## config.mk

```make
export PLATFORM = sky130hd
export DESIGN_NAME = ped_walk_controller
export DESIGN_NICKNAME = d
export VERILOG_FILES = /design/src/rtl/ped_walk_controller_pkg.sv /design/src/rtl/ped_walk_controller_channel.sv /design/src/rtl/ped_walk_controller.sv
export SDC_FILE = /design/constraint.sdc
export NUM_CORES = 1
export LEC_CHECK = 0
export ABC_AREA = 1
export BUFFER_PORTS_ARGS = -buffer_cell sky130_fd_sc_hd__buf_2
export CORE_AREA = 2 2 72 143
export DETAILED_ROUTE_END_ITERATION = 10
export DIE_AREA = 0 0 74 145
export GPL_TIMING_DRIVEN = 0
export HOLD_SLACK_MARGIN = 0.02
export SLEW_MARGIN = 10
export SYNTH_ARGS = -nofsm -noshare
export SYNTH_HDL_FRONTEND = slang
export SYNTH_SLANG_ARGS = --single-unit
```

## constraint.sdc

```tcl
create_clock -name clk -period 1.4 [get_ports clk]
set_clock_uncertainty 0.05 [all_clocks]
set_input_delay 0.42 -clock clk [delete_from_list [all_inputs] [get_ports clk]]
set_output_delay 0.42 -clock clk [all_outputs]
set_load 0.05 [all_outputs]
```

## src/rtl/ped_walk_controller_pkg.sv

```systemverilog
// Shared light/walk encodings for the pedestrian walk controller slice.
package ped_pkg;

   typedef enum logic [1:0] {
      LIGHT_RED     = 2'b00,
      LIGHT_YELLOW  = 2'b01,
      LIGHT_GREEN   = 2'b10,
      LIGHT_ILLEGAL = 2'b11
   } light_e;

   typedef enum logic [1:0] {
      WALK_DONT_WALK = 2'b00,
      WALK_WALK      = 2'b01,
      WALK_FLASH     = 2'b10
   } walk_e;

   function automatic logic light_illegal(input logic [1:0] l);
      return l == LIGHT_ILLEGAL;
   endfunction

endpackage

```

## src/rtl/ped_walk_controller_channel.sv

```systemverilog
// One pedestrian crossing: walk FSM, walk/clear timer, request latch, previous-light register.
// PED_AUTO_RECALL_EN: serve WALK on every green rise, request or not.
module ped_channel
   import ped_pkg::*;
#(
   parameter int unsigned WALK_CYCLES  = 8,
   parameter int unsigned CLEAR_CYCLES = 6,
   parameter int unsigned CNT_W        = 8
) (
   input  logic             clk,
   input  logic             reset,
   input  logic [1:0]       light,
   input  logic             btn,
   input  logic             hold,
   output logic [1:0]       walk,
   output logic [CNT_W-1:0] countdown,
   output logic             req_pending
);

   localparam logic [CNT_W-1:0] WALK_INIT  = CNT_W'(WALK_CYCLES - 1);
   localparam logic [CNT_W-1:0] CLEAR_INIT = CNT_W'(CLEAR_CYCLES - 1);

   walk_e            state;
   light_e           cur;
   light_e           prev_light;
   logic [CNT_W-1:0] timer;
   logic             green_rise;
   logic             serve;

   always_comb begin
      cur        = light_e'(light);
      green_rise = (cur == LIGHT_GREEN) && (prev_light != LIGHT_GREEN);
`ifdef PED_AUTO_RECALL_EN
      serve      = green_rise;
`else
      serve      = green_rise && (req_pending || btn);
`endif
   end

   always_ff @(posedge clk) begin
      if (reset) begin
         state       <= WALK_DONT_WALK;
         timer       <= '0;
         countdown   <= '0;
         req_pending <= 1'b0;
         prev_light  <= LIGHT_RED;
      end else begin
         prev_light <= cur;
         if (hold) begin
            state       <= WALK_DONT_WALK;
            timer       <= '0;
            countdown   <= '0;
            req_pending <= req_pending | btn;
         end else begin
            case (state)
               WALK_DONT_WALK: begin
                  countdown <= '0;
                  if (serve) begin
                     state       <= WALK_WALK;
                     timer       <= WALK_INIT;
                     req_pending <= 1'b0;
                  end else begin
                     req_pending <= req_pending | btn;
                  end
               end
               WALK_WALK: begin
                  if (cur == LIGHT_RED) begin
                     state     <= WALK_DONT_WALK;
                     timer     <= '0;
                     countdown <= '0;
                  end else if (timer == '0 || cur != LIGHT_GREEN) begin
                     state     <= WALK_FLASH;
                     timer     <= CLEAR_INIT;
                     countdown <= CLEAR_INIT;
                  end else begin
                     timer <= timer - 1'b1;
                  end
               end
               WALK_FLASH: begin
                  req_pending <= req_pending | btn;
                  // countdown shadows the timer so it shows the remaining FLASH clocks
                  if (cur == LIGHT_RED || timer == '0) begin
                     state     <= WALK_DONT_WALK;
                     timer     <= '0;
                     countdown <= '0;
                  end else begin
                     timer     <= timer - 1'b1;
                     countdown <= timer - 1'b1;
                  end
               end
               default: begin
                  state     <= WALK_DONT_WALK;
                  timer     <= '0;
                  countdown <= '0;
               end
            endcase
         end
      end
   end

   assign walk = state;

endmodule

```

## src/rtl/ped_walk_controller.sv

```systemverilog
// Pedestrian WALK/FLASH/DONT_WALK heads for NS and EW, slaved to the vehicle lights.
// PED_AUTO_RECALL_EN (optional macro): every green rise serves WALK without a button request.
module ped_walk_controller
   import ped_pkg::*;
#(
   parameter int unsigned WALK_CYCLES  = 8,
   parameter int unsigned CLEAR_CYCLES = 6,
   parameter int unsigned CNT_W        = 8
) (
   input  logic             clk,
   input  logic             reset,
   input  logic [1:0]       ns_light,
   input  logic [1:0]       ew_light,
   input  logic             ped_btn_ns,
   input  logic             ped_btn_ew,
   output logic [1:0]       ns_walk,
   output logic [1:0]       ew_walk,
   output logic [CNT_W-1:0] ns_countdown,
   output logic [CNT_W-1:0] ew_countdown,
   output logic             ns_req_pending,
   output logic             ew_req_pending,
   output logic             fault
);

   logic bad_inputs;
   logic force_dont_walk;

   always_comb begin
      bad_inputs = light_illegal(ns_light) || light_illegal(ew_light) ||
                   (ns_light != LIGHT_RED && ew_light != LIGHT_RED);
      // Forcing on the cycle the fault is detected keeps the channel registers
      // at DONT_WALK on exactly the clocks where the registered fault reads 1.
      force_dont_walk = fault | bad_inputs;
   end

   always_ff @(posedge clk) begin
      if (reset) fault <= 1'b0;
      else       fault <= fault | bad_inputs;
   end

   ped_channel #(
      .WALK_CYCLES (WALK_CYCLES),
      .CLEAR_CYCLES(CLEAR_CYCLES),
      .CNT_W       (CNT_W)
   ) u_ns (
      .clk        (clk),
      .reset      (reset),
      .light      (ns_light),
      .btn        (ped_btn_ns),
      .hold       (force_dont_walk),
      .walk       (ns_walk),
      .countdown  (ns_countdown),
      .req_pending(ns_req_pending)
   );

   ped_channel #(
      .WALK_CYCLES (WALK_CYCLES),
      .CLEAR_CYCLES(CLEAR_CYCLES),
      .CNT_W       (CNT_W)
   ) u_ew (
      .clk        (clk),
      .reset      (reset),
      .light      (ew_light),
      .btn        (ped_btn_ew),
      .hold       (force_dont_walk),
      .walk       (ew_walk),
      .countdown  (ew_countdown),
      .req_pending(ew_req_pending)
   );

endmodule
```

Word-level counts from Yosys, hierarchy flattened
Index checks and enable logic that the tools add are counted.

storage, ports and cells
  flip-flop bits (word level) = 43
  output and inout bits = 23
  input port bits = 8

cells by class
  equal/unequal tests = 18
  multiplexer cells = 32
  reductions and logical operators = 26
  bitwise operators = 3
  add/subtract/negate cells = 2

operators by type and width
  kind                 number
  $mux 8               12
  $pmux 8 s3           2
  $pmux 8 s2           2
  $logic_not 8->1      2
  $mux 2               8
  $sub 8x1->8 const B  2
  $eq 2x2->1 const B   6
  $pmux 2 s3           2
  $logic_not 2->1      4
  $logic_or 1x1->1     8
  $ne 2x1->1 const B   4
  $ne 2x2->1 const B   4
  $ne 3x1->1 const B   2
  $reduce_and 3->1     2
  $reduce_bool 3->1    2
  $logic_and 1x1->1    5
  $eq 2x1->1 const B   2
  $mux 1               4
  $pmux 1 s2           2
  $reduce_bool 2->1    2
  $or 1x1->1           3
  $reduce_or 2->1      1

Logic depth before layout (Yosys ltp)
Gate-level depths: netlist of the first run.

  depth in word-level cells = 6
  gate-level depth with buffers = 11
  mapped depth without buffers = 11

Cells and area by module
A second synthesis of the first run with hierarchy kept.

second synthesis, totals
  cell total of the unflattened synthesis = 324
  area total of the unflattened synthesis = 2436.1 um^2

by module, submodules not included
  module               cells an instance  area each (um^2)  instances  sequential area each (um^2)
  ped_channel (u_ns)   158                1192.4            1          420.4
  ped_channel (u_ew)   156                1186.1            1          420.4
  ped_walk_controller  10                 57.6              1          20.0

Worst setup path after synthesis of the first run
Ideal clock, no wire load.

  path kind = flip-flop to flip-flop
  start = register u_ns.state[1] (netlist: u_ns.walk[1])
  end = register u_ns.state[1] (netlist: u_ns.walk[1])
  path slack = -0.372 ns
  data required time = 1.280 ns
  arrival time = 1.652 ns
  stages on the path, launching flop included = 10
  clock period less this slack = 1.772 ns
  cell sequence = dfxtp_1 > ha_1 > inv_1 > nor2_1 > nand2_1 > nand2_1 > inv_1 > nand3_1 > nand2_1 > a21oi_1

on the way
  longest elaborated chain between the ends = 3
  elaborated cells on any way between the ends = 8
  classes of those cells = 5 x eq/ne; 1 x mux; 2 x reduce/logical

ends and longest elaborated chain
  item                                                RTL line                           text
  from (decl)                                         ped_walk_controller_channel.sv:23  walk_e state;
  from (signal assigned)                              ped_walk_controller_channel.sv:42  state <= WALK_DONT_WALK;
  from (signal assigned)                              ped_walk_controller_channel.sv:50  state <= WALK_DONT_WALK;
  from (signal assigned)                              ped_walk_controller_channel.sv:59  state <= WALK_WALK;
  $eq 2x1->1 (tied with other cells)                  ped_walk_controller_channel.sv:55  case (state)
  $ne 3x1->1 (no line) or $ne 2x1->1 (tied branches)  n/a
  $reduce_and 3->1 (no line)                          n/a

Several ways; a longest one is shown, not always the timed one.
A chain may end at the register's enable or synchronous reset.

Worst setup path in the final report of the first run
  start = register u_ns.timer[2]
  end = register u_ns.countdown[7]

on the way
  longest elaborated chain between the ends = 4
  elaborated cells on any way between the ends = 7
  classes of those cells = 1 x add/sub; 1 x eq/ne; 2 x mux; 3 x reduce/logical

ends and longest elaborated chain
  item                                                 RTL line                           text
  from (decl)                                          ped_walk_controller_channel.sv:26  logic [CNT_W-1:0] timer;
  from (signal assigned)                               ped_walk_controller_channel.sv:76  timer <= timer - 1'b1;
  from (signal assigned)                               ped_walk_controller_channel.sv:87  timer <= timer - 1'b1;
  branches (longest 4 deep; another with $sub 8x1->8)  n/a
  to (signal assigned)                                 ped_walk_controller_channel.sv:88  countdown <= timer - 1'b1;
  to (decl)                                            ped_walk_controller_channel.sv:16  output logic [CNT_W-1:0] countdown,

Several ways; the timed one is not identified.

==> out/qor.txt, run 1 <==
status = finished with violations
failing checks = negative setup slack
fraction of layout cells with a size suffix above 1 = 0.546
slowest CP cell = dfxtp_1
crit-path cells = inv_2 -> nand2_1 -> nor2_2 -> nand2_4 -> nand3_4 -> nand2_4 -> nor2_4 -> nand2_1 -> a21oi_1
setup TNS = -1.91 ns
drt pass-1 iters = 4
syn avg cell area = 7.40 sq um
crit share post-route = 1.09
register area = 888 sq um
synth unique cells = 27
CTS buffer count = 5
Top Usage Layer GRT = met2
Crit. End Element = flip-flop
Hold Crit Class = in2reg
Syn Nets = 340
ys flop type = dfxtp_1
Flop pwr share = 0.457
CP max FO = 5
LEAKAGE = 1.40 nW
Max-Cap Viols = 0
clk buf depth = 2
DR WL/cell = 13.0 um
FF-to-FF End = u_ns.countdown[7]
dominant cell type by area after synthesis = dfxtp_1
CP peak stage delay = 0.37 ns
core footprint = 9640 sq um
Slew HR = 0.663
row count = 51
Synth area leaders = dfxtp_1 (36%), nand2_1 (13%), ha_1 (6.3%)
Buffers on Ports = 29
minimum clock period = 1.52 ns
TritonCTS clock tree = yes
Clock transition at path regs = 0.06 ns
post-route ant nets = 0
Area Growth Syn to Fin = 50.9%
RSZ-0062 raised after global routing = true
via count = 2277
sw frac = 0.264
Seq/Total Area, Yosys = 0.363
Worst Setup Start Kind = flip-flop
crit path kind = reg2reg
Yosys top cell area share = 0.363
grt met1 use = 0.121
Power Density = 763 nW/um^2
routability cong. = 0.877
Synthesis Warnings = 0
cell count after synthesis = 320
final hold slack = 0.350 ns
H-Tree Depth = 2
synth cell count leaders = nand2_1 (79), dfxtp_1 (43), inv_1 (37)
R2R depth = 9
CP required = 1.57 ns
Setup violations, final = 35
die width = 74 um
Syn Std Cell Area = 2370 sq um
Net Sw Power = 719 uW
top-count cell post-synth = nand2_1
Chip Height = 145 um
final setup margin = -0.121 ns
Post-synth EDFFs = 0
DRC viols = 0
antenna cells = 0
drt initial violations = 89
Setup crit end = u_ns.countdown[7]
initial antenna violation count = 0
Peak VDD IR = 0.000544 V
Slew Limit Fails = 0
Fmax = 657 MHz
internal power = 2.01 mW
slew of the pin with the lowest slew margin = 0.506 ns
first-pass GRT wire length = 9860 um
RR Startpoint = u_ns.timer[2]
Starting Density = 0.246
final net count = 398
drt total wl = 6640 um
die area = 10700 sq um
IO Count = 31
launch point of the worst path = u_ns.timer[2]
synthesis-stage register bit count = 43
Final Hold Vio Count = 0
worst path arrival time = 1.69 ns
met3 Use GR = 0.0139
Clock Sinks = 43
Comb pwr share = 0.119
DR vias/cell = 4.46
post-DP HPWL = 4350 um
gr usage total = 0.117
GRT overflow = 0
met2 Use GR = 0.217
Register-to-Register Setup Slack = -0.12 ns
clock group share of total power = 0.424
Clock Latency Late Sink = 0.29 ns
Clk Tree Root Cell = clkbuf_16
vias in the first global route = 2195
asr flop ratio synth = 0
largest net degree at the start of global routing = 14
fill count = 928
footprint of the multi-input gates = 1790 sq um
-- state kept, by name, summed over array words and instances (netlist names) --
name	flops
u_ns.countdown	8
u_ew.countdown	8
fault	1
u_ns.req_pending	1
u_ew.req_pending	1
u_ns.prev_light	2
u_ns.timer	8
u_ew.timer	8
u_ew.prev_light	2
u_ew.walk	2
u_ns.walk	2
-- per-layer routing --
metal  up-vias  routed length [um]
met5         -                   0
met4         0                 275
met3        20                 253
met2        65                3640
met1      1067                2470
li1       1125                   -
-- worst max-delay path, delay by kind of cell, from the launching register on --
family / cells / cell delay [ns]
and+or+nand+nor: 7 / 0.82
DFF: 1 / 0.37
AOI/OAI and AO/OA: 1 / 0.12
buffers and inverters: 1 / 0.10
-- what timing repair did --
action                                  4_1_cts  5_1_grt
hold buffers                                  0        0
buffers inserted                             12       10
pin swaps                                    28       51
gates resized for setup                      60       93
endpoints found under the setup margin       37       39
-- cell type report --
type / count / area share
flip-flops and latches: 43 / 0.249
repair buffers: 51 / 0.105
inverters: 43 / 0.0529
plain buffers: 3 / 0.00735
well taps: 132 / 0.0462
multi-input cells: 231 / 0.501
clock inverters: 2 / 0.00350
clock buffers: 6 / 0.0361
-- metrics by stage --
step | std cells | area, sq um | worst slack [ns] | power (mW) | utilization
after detailed placement | 481 | 2710 | -0.391 | 1.51 | 0.281
after global routing | 511 | 3570 | -0.224 | 2.83 | 0.371
after CTS | 501 | 3160 | -0.111 | 2.69 | 0.327
after global placement | 481 | 2710 | -0.345 | 1.51 | 0.281
final | 511 | 3570 | -0.121 | 2.73 | 0.371
after floorplan | 320 | 2400 | -0.0118 | 1.45 | -
-- worst min path at each step --
stage	endpoint	depth (start not counted)	startpoint	slack (ns)
final	u_ns.prev_light[1]	3	ns_light[1]	0.35
after global routing	u_ns.prev_light[1]	3	ns_light[1]	0.36
after CTS	u_ew.prev_light[0]	3	ew_light[0]	0.35
after detailed placement	u_ns.countdown[5]	2	u_ns.countdown[5]	0.40
after global placement	u_ns.countdown[5]	2	u_ns.countdown[5]	0.40
after floorplan	u_ns.timer[7]	2	u_ns.timer[7]	0.39
-- power by group through the flow --
stage	combinational [mW]	sequential, mW	clock, mW
2_1_floorplan	0.152	1.30	0
3_3_place_gp	0.237	1.27	0
3_5_place_dp	0.240	1.27	0
4_1_cts	0.280	1.24	1.17
5_1_grt	0.351	1.25	1.23
6_report	0.325	1.25	1.15
-- placed cells by master (no fill, tap or decap), drive strengths merged --
cell type | synthesis | layout
dfxtp | 43 | 43
xor2 | 11 | 11
o21ai | 11 | 11
nand2 | 88 | 88
buf | 2 | 50
nand3b | 2 | 2
or2 | 2 | 2
inv | 43 | 43
ha | 12 | 12
o21a | 1 | 1
a21oi | 34 | 34
clkinv | 0 | 1
clkinvlp | 0 | 1
a21boi | 1 | 1
nand3 | 31 | 31
a22oi | 2 | 2
clkbuf | 1 | 10
nor2 | 36 | 36
-- cells by family (layout without fill, tap and decap cells) --
| kind of cell | after synthesis | in the layout | synth area share |
|---|---|---|---|
| adders and majority gates | 12 | 12 | 0.0634 |
| buffers and inverters | 46 | 105 | 0.0813 |
| AOI/OAI and AO/OA | 49 | 49 | 0.130 |
| xor gates and xnor gates | 11 | 11 | 0.0407 |
| and+or+nand+nor | 159 | 159 | 0.321 |
| DFF | 43 | 43 | 0.363 |
No activity file was read; power rests on OpenSTA's default activity.
==> run 2: changes to the inputs <==
- ABC_AREA: 1 -> 0
- CORE_AREA: 2 2 72 143 -> 2 2 72 142
- DIE_AREA: 0 0 74 145 -> 0 0 74 144
==> run 2 against run 1 <==
  * The flow still finishes with violations (negative setup slack)
  * Combinational power rose by 26%
  * Highest routed layer unchanged
  * Largest cell class unchanged
  * Wire length rose by 15%
  * Register-to-register slack got worse by 0.42 ns
==> out/qor.txt, run 2 <==
initial antenna violation count = 0
ys flop type = dfxtp_1
post-route ant nets = 0
final std cells w/o fill = 494
asr flop ratio synth = 0
routability cong. = 0.841
CP peak stage delay = 0.44 ns
worst path arrival time = 2.13 ns
dpl cell area = 2970 sq um
Post-synth EDFFs = 0
Hold Crit Class = in2reg
Synthesis Warnings = 0
Clk Tree Root Cell = clkbuf_16
DR WL/cell = 15.5 um
slew of the pin with the lowest slew margin = 0.574 ns
Clock Latency Late Sink = 0.29 ns
fraction of layout cells with a size suffix above 1 = 0.544
Power Density = 766 nW/um^2
Worst Setup Start Kind = flip-flop
Crit. End Element = flip-flop
final net count = 381
core footprint = 9640 sq um
post-DP HPWL = 4940 um
Setup violations, final = 36
Clock Sinks = 43
status = finished with violations
Buffers on Ports = 29
drt pass-1 iters = 4
drt total wl = 7660 um
placed cells = 449
highest-count cells in the layout ignoring fill and taps = nor2_1 (36), buf_4 (31), dfxtp_1 (27)
crit share post-route = 1.39
CP required = 1.59 ns
dominant cell type by area after synthesis = dfxtp_1
footprint of the multi-input gates = 1900 sq um
LEAKAGE = 1.41 nW
CP max FO = 3
antenna cells = 0
top-count cell post-synth = nor2_1
CTS buffer count = 5
synthesis-stage register bit count = 43
Hold-fix buffers, CTS = 0
Place WS = -0.736 ns
Slew Limit Fails = 0
Yosys top cell area share = 0.369
first-pass GRT wire length = 11700 um
DRC viols = 0
Clock transition at path regs = 0.06 ns
synth unique cells = 46
Power, Total = 2.99 mW
crit path kind = reg2reg
drt initial violations = 133
Seq/Total Area, Yosys = 0.369
Starting Density = 0.242
GRT overflow = 0
Final Hold Vio Count = 0
die width = 74 um
slowest CP cell = or4_4
cell count after synthesis = 288
Fmax = 516 MHz
Synth area leaders = dfxtp_1 (37%), nor2_1 (7.4%), ha_1 (6.4%)
largest net degree at the start of global routing = 14
clk buf depth = 2
minimum clock period = 1.94 ns
Design Area, Final = 3910 sq um
vias in the first global route = 2482
register area = 903 sq um
syn avg cell area = 8.11 sq um
H-Tree Depth = 2
Syn Nets = 308
TritonCTS clock tree = yes
RSZ-0062 raised after global routing = true
row count = 51
fill count = 925
failing checks = negative setup slack
Syn Std Cell Area = 2340 sq um
Max-Cap Viols = 0
Area Growth Syn to Fin = 67.4%
crit-path cells = inv_4 -> ha_4 -> or3b_4 -> o2111a_2 -> or4_4 -> a21oi_2
die area = 10700 sq um
commonest non-fill, non-tap cell in the layout = nor2_1
via count = 2463
Slew HR = 0.615
final setup margin = -0.540 ns
Chip Height = 144 um
DR vias/cell = 4.99
synth cell count leaders = nor2_1 (46), dfxtp_1 (43), o21ai_0 (19)
Peak VDD IR = 0.000525 V
IO Count = 31
gr usage total = 0.143
run 2: report_power, final:
| part | switching (mW) | internal, mW |
|---|---|---|
| logic | 0.237 | 0.173 |
| registers | 0.0149 | 1.23 |
| clock network | 0.510 | 0.833 |
| total | 0.762 | 2.23 |
run 2: logic make-up after synthesis:
group           synth area share
mux                      0.00911
xor+xnor                  0.0375
flops                      0.369
simple gates               0.250
buf+inv                   0.0482
fa+ha+maj                 0.0643
compound gates             0.222
run 2: worst paths after layout:
path	startpoint	end	slack, ns	cells past startpoint
setup / recovery	u_ns.timer[0]	u_ns.countdown[4]	-0.54	6
hold / removal	ns_light[1]	u_ns.prev_light[1]	0.37	2
setup reg to reg	u_ns.timer[0]	u_ns.countdown[4]	-0.54	6
hold reg to reg	u_ns.countdown[4]	u_ns.countdown[4]	0.43	2
run 2: through the flow:
stage,hold slack [ns],util,TNS [ns]
floorplan,0.423,-,-11.41
global placement,0.397,0.308,-21.62
detailed placement,0.405,0.308,-22.31
CTS,0.371,0.380,-11.20
global route,0.380,0.406,-13.49
finish,0.369,0.406,-11.30
run 2: what timing repair did:
action,in CTS,in global routing
setup endpoints to repair,41,46
buffers inserted,29,10
resized for setup,78,55
gates cloned,1,0
pin swaps,47,32
run 2: worst max-delay path: cells and delay by family, from the launching register on:
family          cells  cell delay, ns
simple gates        2            0.84
buf+inv             1            0.08
fa+ha+maj           1            0.12
flops               1            0.35
compound gates      2            0.43
run 2: layout make-up:
| type | instances | share of cell area |
|---|---|---|
| Buffer | 11 | 0.0374 |
| Clock buffer | 5 | 0.0320 |
| Clock inverter | 3 | 0.00992 |
| Inverter | 13 | 0.0157 |
| Multi-Input combinational cell | 218 | 0.486 |
| Sequential cell | 43 | 0.231 |
| Tap cell | 132 | 0.0422 |
| Timing Repair Buffer | 69 | 0.146 |
run 2: routing by layer:
layer	part of all wire	GRT usage
met1	0.36	0.134
met2	0.58	0.274
met3	0.030	0.0237
met4	0.039	0.0871
met5	0	0
==> run 3: changes to the inputs <==
- TNS_END_PERCENT: unset -> 20
==> run 3 against run 2 <==
  * The run still ends with negative setup slack left
  * Final cell count fell by 2.2%
  * Critical path depth unchanged
  * Via count fell by 2.6%
  * Cell area shrank 8.1%
  * Hold slack better by 0.0038 ns
  * Wire length shrank 5.0%
  * Combinational power down 7.1%
  * Count of clock-buffer cells in the layout up 3
  * Maximum frequency up 0.28%
  * Utilization is 3.3 points lower
  * Worst setup slack improved by 0.0055 ns
  * Critical endpoint unchanged
  * Largest power group unchanged
==> out/qor.txt, run 3 (same netlist as run 2, synthesis figures left out) <==
IO Count = 31
die area = 10700 sq um
commonest non-fill, non-tap cell in the layout = nor2_1
failing checks = negative setup slack
initial antenna violation count = 0
sw frac = 0.256
drt total wl = 7280 um
final setup margin = -0.534 ns
LEAKAGE = 1.31 nW
Hold Crit Class = in2reg
GRT overflow = 0
CTS buffer count = 5
Clock Latency Late Sink = 0.29 ns
Starting Density = 0.242
H-Tree Depth = 2
Flop pwr share = 0.431
highest-count cells in the layout ignoring fill and taps = nor2_1 (40), dfxtp_1 (30), buf_4 (27), buf_2 (18), nand2_1 (17)
internal power = 2.15 mW
post-DP HPWL = 5010 um
DRC viols = 0
Chip Height = 144 um
largest net degree at the start of global routing = 13
first-pass GRT wire length = 11500 um
clk buf depth = 2
Fmax = 517 MHz
via count = 2399
fraction of layout cells with a size suffix above 1 = 0.447
Area Growth Syn to Fin = 53.9%
clock group share of total power = 0.437
row count = 51
TritonCTS clock tree = yes
Max-Cap Viols = 0
Design Area, Final = 3600 sq um
core footprint = 9640 sq um
setup TNS = -11.44 ns
Comb pwr share = 0.132
antenna cells = 0
Slew HR = 0.661
post-route ant nets = 0
DR vias/cell = 4.97
final net count = 370
Buffers on Ports = 29
Slew Limit Fails = 0
Clock Sinks = 43
Final Hold Vio Count = 0
fill count = 954
crit share post-route = 1.38
drt initial violations = 97
slew of the pin with the lowest slew margin = 0.505 ns
vias in the first global route = 2358
CP required = 1.58 ns
Net Sw Power = 739 uW
minimum clock period = 1.93 ns
CP max FO = 4
gr usage total = 0.142
Clk Tree Root Cell = clkbuf_16
DR WL/cell = 15.1 um
Hold-fix buffers, CTS = 0
die width = 74 um
Power Density = 803 nW/um^2
dpl cell area = 2770 sq um
Crit. End Element = flip-flop
worst path arrival time = 2.12 ns
crit path kind = reg2reg
Worst Setup Start Kind = flip-flop
routability cong. = 0.846
RSZ-0062 raised after global routing = true
Peak VDD IR = 0.000431 V
Setup violations, final = 37
Clock transition at path regs = 0.06 ns
drt pass-1 iters = 5
status = finished with violations
==> run 3: cell count changes in the layout (fill, tap and decap cells not counted), sizes merged <==
cell / change
buf: -9
clkinv: -2
bufinv: -1
clkbuf: +1
==> run 3: final timing paths <==
check / slack, ns / from / depth (start not counted) / end
setup / recovery: -0.53 / u_ns.timer[0] / 6 / u_ns.countdown[4]
hold reg to reg: 0.41 / u_ns.countdown[4] / 2 / u_ns.countdown[4]
setup reg to reg: -0.53 / u_ns.timer[0] / 6 / u_ns.countdown[4]
hold / removal: 0.37 / ns_light[1] / 2 / u_ns.prev_light[1]
==> run 3: per-stage QoR <==
stage	power [mW]	setup slack, ns	utilization	cells	hold WS (ns)
after floorplan	1.47	-0.488	-	288	0.411
after global placement	1.54	-0.878	0.287	449	0.397
after detailed placement	1.55	-0.942	0.287	449	0.395
after CTS	2.89	-0.573	0.356	481	0.368
after global routing	2.98	-0.576	0.373	483	0.389
final	2.89	-0.534	0.373	483	0.373
==> run 3: critical path, cell delays in order (launching register included) <==
cell and delay (ns):
dfxtp_4 0.36, inv_4 0.07, ha_4 0.12, or3b_4 0.42
o2111a_2 0.32, or4_4 0.42, a21oi_2 0.11
==> run 3: timing repair <==
action,CTS,global route
gates resized for setup,90,37
pin swaps,34,20
cloned,2,0
buffers inserted,24,3
hold endpoints to repair,0,0
endpoints found under the setup margin,41,43
==> run 3: area by class of cell <==
class	instances	area [sq um]	area share
tap	132	165	0.0459
multi-input combinational	218	1750	0.485
clock buffer	8	156	0.0435
timing repair buffer	58	452	0.126
buffer	11	116	0.0324
inverter	13	61.3	0.0170
sequential	43	900	0.250
==> run 3: power groups by stage <==
stage | Sequential [mW] | Clock (mW) | Combinational, mW
after CTS | 1.24 | 1.29 | 0.357
final | 1.24 | 1.26 | 0.382
after global placement | 1.27 | 0 | 0.270
after floorplan | 1.30 | 0 | 0.167
after detailed placement | 1.28 | 0 | 0.271
after global routing | 1.25 | 1.33 | 0.410
==> run 3: per-layer routing <==
metal	vias to the layer above	track usage	wire length, um
met5	-	0	0
met4	0	0.0919	376
met3	24	0.0251	228
met2	56	0.273	4140
met1	1160	0.129	2540
li1	1159	-	-
